### config.mk
export PLATFORM = sky130hd
export DESIGN_NAME = pc_fetch_ras_flat
export DESIGN_NICKNAME = d
export VERILOG_FILES = /design/src/rtl/pc_fetch_ras_if.sv /design/src/rtl/pc_fetch_ras.sv /design/src/flat_wrapper.sv
export SDC_FILE = /design/constraint.sdc
export NUM_CORES = 1
export LEC_CHECK = 0
export ABC_CLOCK_PERIOD_IN_PS = 5200
export CAP_MARGIN = 40
export CORE_MARGIN = 2
export CORE_UTILIZATION = 45
export CTS_BUF_LIST = sky130_fd_sc_hd__clkbuf_16
export CTS_CLUSTER_DIAMETER = 100
export CTS_CLUSTER_SIZE = 12
export DETAILED_ROUTE_END_ITERATION = 10
export PLACE_DENSITY = 0.7
export RECOVER_POWER = 50
export SYNTH_ARGS = -nofsm -noshare
export SYNTH_HDL_FRONTEND = slang
export SYNTH_SLANG_ARGS = --single-unit
### constraint.sdc
create_clock -name clk -period 5.2 [get_ports clk]
set_clock_uncertainty 0.1 [all_clocks]
set_input_delay 1.04 -clock clk [delete_from_list [all_inputs] [get_ports clk]]
set_output_delay 1.04 -clock clk [all_outputs]
set_load 0.01 [all_outputs]
### src/rtl/pc_fetch_ras_if.sv
// Control and status bundle between the fetch controller and the PC/return-stack unit.
// The master drives the branch controls; the slave (pc_fetch_ras) returns the PC and stack state.
interface pc_fetch_ras_if #(
  parameter int PC_W      = 16,
  parameter int COND_W    = 8,
  parameter int UNCOND_W  = 11,
  parameter int LINK_W    = 6,
  parameter int RAS_DEPTH = 4
);
  localparam int CNT_W = $clog2(RAS_DEPTH) + 1;

  logic                stall;
  logic                br_taken;
  logic [1:0]          branch_type;
  logic                reg_branch;
  logic [COND_W-1:0]   cond_offset;
  logic [UNCOND_W-1:0] uncond_offset;
  logic [LINK_W-1:0]   link_offset;
  logic [PC_W-1:0]     reg_target;
  logic                ret;

  logic [PC_W-1:0]     pc;
  logic [PC_W-1:0]     link_pc;
  logic [PC_W-1:0]     ras_top;
  logic [CNT_W-1:0]    ras_count;
  logic                ras_empty;
  logic                ras_full;
  logic                ras_overflow;

  modport master (
    output stall, br_taken, branch_type, reg_branch, cond_offset,
           uncond_offset, link_offset, reg_target, ret,
    input  pc, link_pc, ras_top, ras_count, ras_empty, ras_full, ras_overflow
  );

  modport slave (
    input  stall, br_taken, branch_type, reg_branch, cond_offset,
           uncond_offset, link_offset, reg_target, ret,
    output pc, link_pc, ras_top, ras_count, ras_empty, ras_full, ras_overflow
  );
endinterface

### src/rtl/pc_fetch_ras.sv
// Registered program counter with next-PC selection and a circular hardware return-address stack.
// Calls push pc+1; returns pop it, falling back to reg_target when the stack is empty.
module pc_fetch_ras #(
  parameter int              PC_W      = 16,
  parameter int              COND_W    = 8,
  parameter int              UNCOND_W  = 11,
  parameter int              LINK_W    = 6,
  parameter int              RAS_DEPTH = 4,
  parameter logic [PC_W-1:0] RESET_PC  = '0
) (
  input  logic          clk,
  input  logic          reset,
  pc_fetch_ras_if.slave bus
);
  localparam int PTR_W = $clog2(RAS_DEPTH);
  localparam int CNT_W = PTR_W + 1;

  typedef enum logic [1:0] {
    BR_COND   = 2'b00,
    BR_UNCOND = 2'b01,
    BR_LINK   = 2'b10,
    BR_REG    = 2'b11
  } br_type_e;

  logic [PC_W-1:0]  pc_q, pc_d, link_pc, ras_top;
  logic [PC_W-1:0]  cond_sext, uncond_sext, link_sext;
  logic [PTR_W-1:0] sp_q, top_idx;
  logic [CNT_W-1:0] count_q;
  logic             ovf_q;
  logic             ras_empty, ras_full, do_push, do_pop;
  logic [PC_W-1:0]  ras_mem [RAS_DEPTH];

  assign cond_sext   = {{(PC_W-COND_W){bus.cond_offset[COND_W-1]}}, bus.cond_offset};
  assign uncond_sext = {{(PC_W-UNCOND_W){bus.uncond_offset[UNCOND_W-1]}}, bus.uncond_offset};
  assign link_sext   = {{(PC_W-LINK_W){bus.link_offset[LINK_W-1]}}, bus.link_offset};

  // sp_q is the next free slot; the newest entry sits one below it, modulo depth.
  assign top_idx   = sp_q - PTR_W'(1);
  assign ras_empty = (count_q == '0);
  assign ras_full  = (count_q == CNT_W'(RAS_DEPTH));
  assign ras_top   = ras_empty ? '0 : ras_mem[top_idx];
  assign link_pc   = pc_q + PC_W'(1);

  assign do_pop  = !bus.stall && bus.ret && !ras_empty;
  assign do_push = !bus.stall && !bus.ret && bus.br_taken && !bus.reg_branch &&
                   (br_type_e'(bus.branch_type) == BR_LINK);

  always_comb begin
    // NOTE: pc_d gets a default before any branch so no path leaves it unassigned (no latch).
    pc_d = link_pc;
    if (bus.ret) begin
      pc_d = ras_empty ? bus.reg_target : ras_top;
    end else if (bus.br_taken) begin
      if (bus.reg_branch) begin
        pc_d = bus.reg_target;
      end else begin
        case (br_type_e'(bus.branch_type))
          BR_COND:   pc_d = pc_q + cond_sext;
          BR_UNCOND: pc_d = pc_q + uncond_sext;
          BR_LINK:   pc_d = pc_q + link_sext;
          default:   pc_d = bus.reg_target;
        endcase
      end
    end
  end

  always_ff @(posedge clk) begin
    // NOTE: state registers use non-blocking assignments so every flop samples pre-edge values.
    if (reset) begin
      pc_q    <= RESET_PC;
      sp_q    <= '0;
      count_q <= '0;
      ovf_q   <= 1'b0;
    end else if (!bus.stall) begin
      pc_q <= pc_d;
      if (do_push) begin
        sp_q <= sp_q + PTR_W'(1);
        if (ras_full) ovf_q   <= 1'b1;
        else          count_q <= count_q + CNT_W'(1);
      end else if (do_pop) begin
        sp_q    <= top_idx;
        count_q <= count_q - CNT_W'(1);
      end
    end
  end

  // NOTE: stack storage is not reset; entries are only read while count_q marks them valid.
  always_ff @(posedge clk) begin
    if (!reset && do_push) ras_mem[sp_q] <= link_pc;
  end

  assign bus.pc           = pc_q;
  assign bus.link_pc      = link_pc;
  assign bus.ras_top      = ras_top;
  assign bus.ras_count    = count_q;
  assign bus.ras_empty    = ras_empty;
  assign bus.ras_full     = ras_full;
  assign bus.ras_overflow = ovf_q;
endmodule

### src/flat_wrapper.sv
// flat-port wrapper written by rule: the top's interface ports become plain ports
module pc_fetch_ras_flat 
#(
  parameter int              PC_W      = 16,
  parameter int              COND_W    = 8,
  parameter int              UNCOND_W  = 11,
  parameter int              LINK_W    = 6,
  parameter int              RAS_DEPTH = 4,
  parameter logic [PC_W-1:0] RESET_PC  = '0
)
  (clk, reset, bus_stall, bus_br_taken, bus_branch_type, bus_reg_branch, bus_cond_offset, bus_uncond_offset, bus_link_offset, bus_reg_target, bus_ret, bus_pc, bus_link_pc, bus_ras_top, bus_ras_count, bus_ras_empty, bus_ras_full, bus_ras_overflow);
  pc_fetch_ras_if #(.PC_W(PC_W), .COND_W(COND_W), .UNCOND_W(UNCOND_W), .LINK_W(LINK_W), .RAS_DEPTH(RAS_DEPTH)) bus_i ();
  input  logic clk;
  input  logic reset;
  input wire logic [$bits(bus_i.stall)-1:0] bus_stall;
  input wire logic [$bits(bus_i.br_taken)-1:0] bus_br_taken;
  input wire logic [$bits(bus_i.branch_type)-1:0] bus_branch_type;
  input wire logic [$bits(bus_i.reg_branch)-1:0] bus_reg_branch;
  input wire logic [$bits(bus_i.cond_offset)-1:0] bus_cond_offset;
  input wire logic [$bits(bus_i.uncond_offset)-1:0] bus_uncond_offset;
  input wire logic [$bits(bus_i.link_offset)-1:0] bus_link_offset;
  input wire logic [$bits(bus_i.reg_target)-1:0] bus_reg_target;
  input wire logic [$bits(bus_i.ret)-1:0] bus_ret;
  output wire logic [$bits(bus_i.pc)-1:0] bus_pc;
  output wire logic [$bits(bus_i.link_pc)-1:0] bus_link_pc;
  output wire logic [$bits(bus_i.ras_top)-1:0] bus_ras_top;
  output wire logic [$bits(bus_i.ras_count)-1:0] bus_ras_count;
  output wire logic [$bits(bus_i.ras_empty)-1:0] bus_ras_empty;
  output wire logic [$bits(bus_i.ras_full)-1:0] bus_ras_full;
  output wire logic [$bits(bus_i.ras_overflow)-1:0] bus_ras_overflow;
  assign bus_i.stall = bus_stall;
  assign bus_i.br_taken = bus_br_taken;
  assign bus_i.branch_type = bus_branch_type;
  assign bus_i.reg_branch = bus_reg_branch;
  assign bus_i.cond_offset = bus_cond_offset;
  assign bus_i.uncond_offset = bus_uncond_offset;
  assign bus_i.link_offset = bus_link_offset;
  assign bus_i.reg_target = bus_reg_target;
  assign bus_i.ret = bus_ret;
  assign bus_pc = bus_i.pc;
  assign bus_link_pc = bus_i.link_pc;
  assign bus_ras_top = bus_i.ras_top;
  assign bus_ras_count = bus_i.ras_count;
  assign bus_ras_empty = bus_i.ras_empty;
  assign bus_ras_full = bus_i.ras_full;
  assign bus_ras_overflow = bus_i.ras_overflow;
  pc_fetch_ras #(.PC_W(PC_W), .COND_W(COND_W), .UNCOND_W(UNCOND_W), .LINK_W(LINK_W), .RAS_DEPTH(RAS_DEPTH), .RESET_PC(RESET_PC)) u_core (.clk(clk), .reset(reset), .bus(bus_i));
endmodule
==> key figures, run 1 <==
Floorplanning
  – Die Y-Extent: approximately 110 um
  – IO Pins: 103
  – Die Wd: roughly 110 um
  – DIE AREA: 12390 um^2
  – FP Rows: 39
  – Core ar.: 11320 um^2
  – Starting Density: a little under half

Routing
  – Final ANT Viol Nets: 0
  – Max layer used: met4
  – Initial DRT Pass Iterations: 5
  – Drt total wl: between 10000 and 15000 um
  – Avg WL per Cell: around 20 um
  – Initial drt markers: roughly 450
  – Vias per inst: between 5 and 6
  – WL met3: 1007 um
  – DRC violations left: 0
  – Vias: about 4300
  – M1 WL: around 6600 um
  – Met2 Wirelength: just under 7000 um

Critical path
  – Kind of cell adding the most delay to the critical path: simple AND/OR/NAND/NOR gates
  – Worst r2r dst: u_core.bus.pc[15]
  – CP bufs+invs: 3
  – CP Max Fanout: 22
  – Start of the worst register-to-register path: u_core.sp_q[1]
  – Crit-path cells: dlygate4sd3_1 > clkbuf_1 > nor2b_1 > and3_1 > inv_1 > nor2_1 > and2_0
  – Crit-path slowest cell: and2_0
  – CP max stage delay: about 1 ns
  – Worst setup SP type: input port
  – CP Capture Type: register
  – Reg2reg path depth: 8
  – R2R Setup Slk: 2.36 ns
  – Required time of the worst setup path: roughly 5.0 ns
  – Crit Path Class: in -> reg
  – Worst EP arrival: approximately 4.3 ns

Synthesis
  – Cells after Synth: 498
  – Synth Cell Area: between 5000 and 6000 um^2
  – Post-Syn Nets: around 570
  – Post-synth top area share: about 37%
  – Synth top area cells: edfxtp_1, dfxtp_1, mux4_2
  – Mean Syn Cell Area: around 10 um^2
  – Sequential fraction of the synthesis area: a little under half
  – Synth area leader: edfxtp_1
  – Post-synth top flop: edfxtp_1
  – Unique masters post-synth: 60
  – EDFF count, synth: 64
  – #FFs+latches synth: 86
  – Yosys Warn Count: 0
  – Ys async rst share: 0%

Timing
  – Worst hold margin: roughly 0.37 ns
  – Hold Fails Final Rpt: 0
  – Worst-margin pin slew: between 1 and 1.5 ns
  – Slew Limit Fails: 0
  – Final period utilization: between 80% and 90%
  – Setup ws final: around 0.70 ns
  – Final setup fails: 0
  – Max transition margin: ~18%
  – Post-route setup TNS: 0 ns
  – RSZ-0062 raised after global routing: false
  – Max Fclk: between 200 and 250 MHz
  – Min Clock Period, post-route: 4.495 ns

Placement
  – Port-buffer cells: 102
  – Placer Congestion: roughly 0.90
  – Detailed placement HPWL: 10820 um
  – Worst slack, placed: approximately 0.70 ns

CTS
  – Worst-Skew Late Latency: approximately 0.33 ns
  – H-tree depth: 3
  – CTS tree: done
  – Inserted Clock Buffers: 9
  – Root Buffer: clkbuf_16
  – CTS sink count: between 80 and 90
  – Postcts setup bufs: 0
  – CTS Hold Buffers Added: 0
  – Resized Gates After CTS: 0
  – Max clock buf depth: 2
  – Clock transition at path regs: 0.06 ns

Run status
  – Outcome: finished clean

Global routing
  – Gr usage total: approximately a quarter
  – Vias in the first global route: ~4200
  – Initial antenna violation count: 0
  – First-pass GRT wire length: about 23000 um
  – Largest net degree at the start of global routing: 29
  – GRT overflow: 0

Finish
  – Diode count: 0
  – Multi-input logic area: approximately 2600 um^2
  – Area grow syn2layout: 26.38%
  – Share of layout cells above drive strength 1: between 6 and 7%
  – Sequential Area: 2362 um^2
  – Layout fillers: ~1000
  – Fin nets: between 600 and 700
  – Final Core Density: between 50% and 60%

Min path
  – Hold EP: u_core.bus.ras_overflow
  – Hold crit path type: reg -> reg
  – Hold_sp: u_core.bus.ras_overflow
  – Hold Crit Depth: 2

Job
  – Max Cap Viol: 0

Pwr
  – Power Density: between 200 and 300 nW/um^2
  – Maximum VDD drop: approximately 0.2 mV
  – Pleak: between 2 and 2.5 nW
[area by class of cell]
cell class	count	area share, %
flip-flops and latches	86	36.06
inverters	16	0.9167
well taps	143	2.731
clock inverters	7	0.5730
multi-input cells	366	40.07
repair buffers	108	16.21
clock buffers	9	3.438
[routing by layer]
layer | vias up | track usage, %
li1 | 2041 | -
met2 | 191 | 37.40
met5 | - | 0
met4 | 0 | 5.679
met1 | 2071 | 33.88
met3 | 18 | 4.192
[cell usage in the layout (no fill, tap or decap), drive strengths merged, types with 8 or more instances in the layout]
cell            n
ha             25
a22oi           8
edfxtp         64
o211ai          8
xnor2          17
mux4           16
and2           20
dfxtp          22
nor3           10
clkbuf         10
o21ai          23
clkdlybuf4s50  76
nand2          47
nor2           38
dlygate4sd3    26
inv            20
xor2            9
nand3          13
a21oi          50
[synthesized netlist by cell type, types with 7 or more instances]
| cell type | number |
|---|---|
| xnor2_1 | 17 |
| mux4_2 | 16 |
| nor3_1 | 10 |
| o21ai_0 | 21 |
| clkbuf_1 | 21 |
| a21oi_1 | 50 |
| nand2_1 | 47 |
| xor2_1 | 9 |
| dfxtp_1 | 22 |
| nand3_1 | 13 |
| nor2_1 | 37 |
| inv_1 | 14 |
| and2_1 | 20 |
| ha_1 | 25 |
| edfxtp_1 | 64 |
| o211ai_1 | 7 |
| a22oi_1 | 8 |
[how the worst max path moves through the flow]
stage | startpoint | end | slack, ns | depth (start not counted)
5_1_grt | bus_br_taken | u_core.ras_mem[0][5] | 0.49 | 7
3_3_place_gp | bus_branch_type[0] | u_core.bus.pc[15] | 0.84 | 11
2_1_floorplan | bus_branch_type[0] | u_core.bus.pc[10] | 1.58 | 13
6_report | bus_br_taken | u_core.ras_mem[0][5] | 0.70 | 7
4_1_cts | u_core.bus.pc[0] | bus_link_pc[10] | 0.99 | 6
3_5_place_dp | bus_branch_type[0] | u_core.bus.pc[14] | 0.70 | 12
[logic make-up (layout without fill, tap and decap cells)]
kind of cell | after synthesis | after routing | share of synthesized area [%]
buffers and inverters | 46 | 140 | 3.790
XOR/XNOR | 26 | 26 | 4.393
AO/OA/AOI/OAI | 140 | 140 | 17.57
flip-flops | 86 | 86 | 45.57
multiplexers | 20 | 20 | 7.724
AND/OR/NAND/NOR | 153 | 153 | 14.14
adder cells (fa/ha/maj) | 27 | 27 | 6.807
[flip-flops by register name, indices dropped and copies added, names as in the netlist]
signal and count:
u_core.ras_mem 64, u_core.bus.ras_count 3, u_core.bus.ras_overflow 1, u_core.bus.pc 16, u_core.sp_q 2
[through the flow]
step                      area, um^2  instances  power [mW]
final                           6551        735       1.859
after global placement          6292        719       1.300
after detailed placement        6292        719       1.307
after global routing            6551        735       1.941
after floorplan                 5184        498       1.098
after CTS                       6555        735       1.869
[worst min-delay path, cell delays in order, from the launching register on]
cell     delay [ns]
dfxtp_1        0.32
a21oi_1        0.04
nor2_1         0.07
[where the power goes]
group	leakage [nW]	internal (mW)	switching, mW
registers	0.764	0.759	0.0291
logic	1.50	0.228	0.274
clock network	0.144	0.317	0.252
total	2.41	1.30	0.555
(Power assumes the default switching activity.)
==> inputs of run 2 (changes only) <==
--- a/config.mk
+++ b/config.mk
@@ -16,4 +16,5 @@
 export PLACE_DENSITY = 0.7
 export RECOVER_POWER = 50
+export SLEW_MARGIN = 20
 export SYNTH_ARGS = -nofsm -noshare
 export SYNTH_HDL_FRONTEND = slang
==> constraint.sdc (replaced) <==
create_clock -name clk -period 5.2 [get_ports clk]
set_clock_uncertainty 0.1 [all_clocks]
set_input_delay 1.04 -clock clk [delete_from_list [all_inputs] [get_ports clk]]
set_output_delay 1.04 -clock clk [all_outputs]
set_load 0.1 [all_outputs]
==> run 2 against run 1 <==
Effect of this change:
- fmax rose by 5.4%
- sequential share of layout area fell by 2.2 points
- worst setup slack improved by 0.23 ns
- sequential cell count did not move
- largest cell class unchanged
==> key figures, run 2 (same netlist as run 1, synthesis figures left out) <==
Global routing
  – GR Util met1: 32.42%
  – GR Util met3: around 3.4%
  – Gr usage total: roughly 24%
  – GRT met2 Usage: 40.53%
  – GRT overflow: 0
  – Largest net degree at the start of global routing: 29
  – Initial antenna violation count: 0
  – Gr busiest metal: met2
  – First-pass GRT wire length: 23390 um
  – Vias in the first global route: roughly 4400

Timing
  – Final period utilization: 82.00%
  – RSZ-0062 raised after global routing: false
  – Post-route setup TNS: 0 ns
  – Worst-margin pin slew: 1.197 ns
  – Max transition margin: approximately a fifth
  – Slew Limit Fails: 0
  – Final setup fails: 0
  – Max Fclk: 234.5 MHz
  – Hold Fails Final Rpt: 0
  – Setup ws final: a little over 0.9 ns
  – Min Clock Period, post-route: around 4.3 ns

Pwr
  – Power Density: ~320 nW/um^2
  – Pleak: roughly 2.6 nW
  – Maximum VDD drop: roughly 0.18 mV

Finish
  – Fin nets: around 700
  – Max FFs per register: 64
  – Share of layout cells above drive strength 1: ~15%
  – Diode count: 0
  – Commonest non-fill, non-tap cells in the layout: edfxtp_1, clkdlybuf4s50_1, a21oi_1, nand2_1, nor2_1
  – Final Core Density: between 60% and 70%
  – Most common library cell in the layout ignoring fill and taps: edfxtp_1
  – Top reg by flops: u_core.ras_mem
  – Area grow syn2layout: 34.61%

Floorplanning
  – DIE AREA: between 10000 and 15000 um^2
  – Die Wd: around 110 um
  – Core ar.: between 10000 and 15000 um^2
  – Die Y-Extent: 111.3 um
  – Starting Density: between 40% and 50%
  – IO Pins: around 100
  – FP Rows: 39

Routing
  – Drt total wl: ~15000 um
  – Initial drt markers: ~470
  – Final ANT Viol Nets: 0
  – DRC violations left: 0
  – Avg WL per Cell: 19.69 um
  – Vias per inst: roughly 5.9
  – Initial DRT Pass Iterations: 5
  – Vias: 4530

CTS
  – Postcts setup bufs: 0
  – Clock transition at path regs: approximately 0.06 ns
  – Root Buffer: clkbuf_16
  – Inserted Clock Buffers: 9
  – Worst-Skew Late Latency: 0.33 ns
  – Resized Gates After CTS: 0
  – CTS Hold Buffers Added: 0
  – H-tree depth: 3
  – Max clock buf depth: 2
  – CTS tree: done
  – CTS sink count: between 80 and 90

Critical path
  – R2R Setup Slk: 2.37 ns
  – Crit Path Class: in -> reg
  – CP Capture Type: register
  – Start of the worst register-to-register path: u_core.sp_q[1]
  – CP Launch Point: bus_branch_type[0]
  – Worst r2r dst: u_core.bus.pc[15]
  – Reg2reg path depth: 8
  – CP Max Fanout: 16
  – Worst setup SP type: input port
  – Worst EP arrival: around 4.4 ns
  – CP endpoint: u_core.bus.pc[14]
  – Required time of the worst setup path: ~5.3 ns

Placement
  – Detailed placement HPWL: between 10000 and 15000 um
  – Worst slack, placed: 0.6570 ns
  – Placer Congestion: 0.8805
  – Port-buffer cells: around 100

Min path
  – Hold_sp: u_core.bus.ras_overflow
  – Hold Crit Depth: 2
  – Hold crit path type: reg -> reg

Job
  – Max Cap Viol: 0

Run status
  – Outcome: finished clean
==> run 2: worst min path at each step <==
stage	to	slack (ns)
floorplan	u_core.sp_q[1]	0.49
global placement	u_core.bus.ras_overflow	0.35
detailed placement	u_core.bus.ras_overflow	0.37
CTS	u_core.bus.ras_overflow	0.39
global route	u_core.bus.ras_overflow	0.43
finish	u_core.bus.ras_overflow	0.38
==> run 2: cell type report <==
cell class | instances | area, um^2
repair buffers | 142 | 1460
clock buffers | 9 | 225.2
clock inverters | 7 | 66.31
fillers | 905 | 4343
well taps | 143 | 178.9
flip-flops and latches | 86 | 2362
inverters | 16 | 60.06
multi-input cells | 366 | 2625
==> run 2: metrics by stage <==
stage / std cells / power [mW] / hold WS (ns) / area [um^2]
final: 769 / 2.255 / 0.3800 / 6978
after CTS: 766 / 2.266 / 0.3879 / 7004
after floorplan: 498 / 1.374 / 0.4850 / 5184
after global placement: 719 / 1.570 / 0.3510 / 6235
after detailed placement: 750 / 1.650 / 0.3734 / 6713
after global routing: 769 / 2.336 / 0.4322 / 6978
==> run 2: critical path, stage by stage <==
cell and delay (ns):
dlygate4sd3_1 0.59, inv_1 0.06, ha_1 0.45, nor2b_1 0.25, a21oi_1 0.44, ha_1 0.42
a21oi_1 0.27, o21ai_0 0.22, nor2_1 0.15, o22ai_1 0.08, o31ai_1 0.23, o211ai_1 0.15
==> run 2: report_power, final <==
part | internal, mW | total [mW] | switching, mW
sequential | 0.758 | 0.789 | 0.0308
clock | 0.369 | 0.625 | 0.256
combinational | 0.276 | 0.841 | 0.565
==> run 2: metal layers <==
layer  vias to the layer above  routed length, um  share of wire (%)
met1                      2173               6383                 42
li1                       2120                  -                  -
met2                       209               7450                 49
met3                        28               1002                6.6
met5                         -                  0                  0
met4                         0                308                2.0
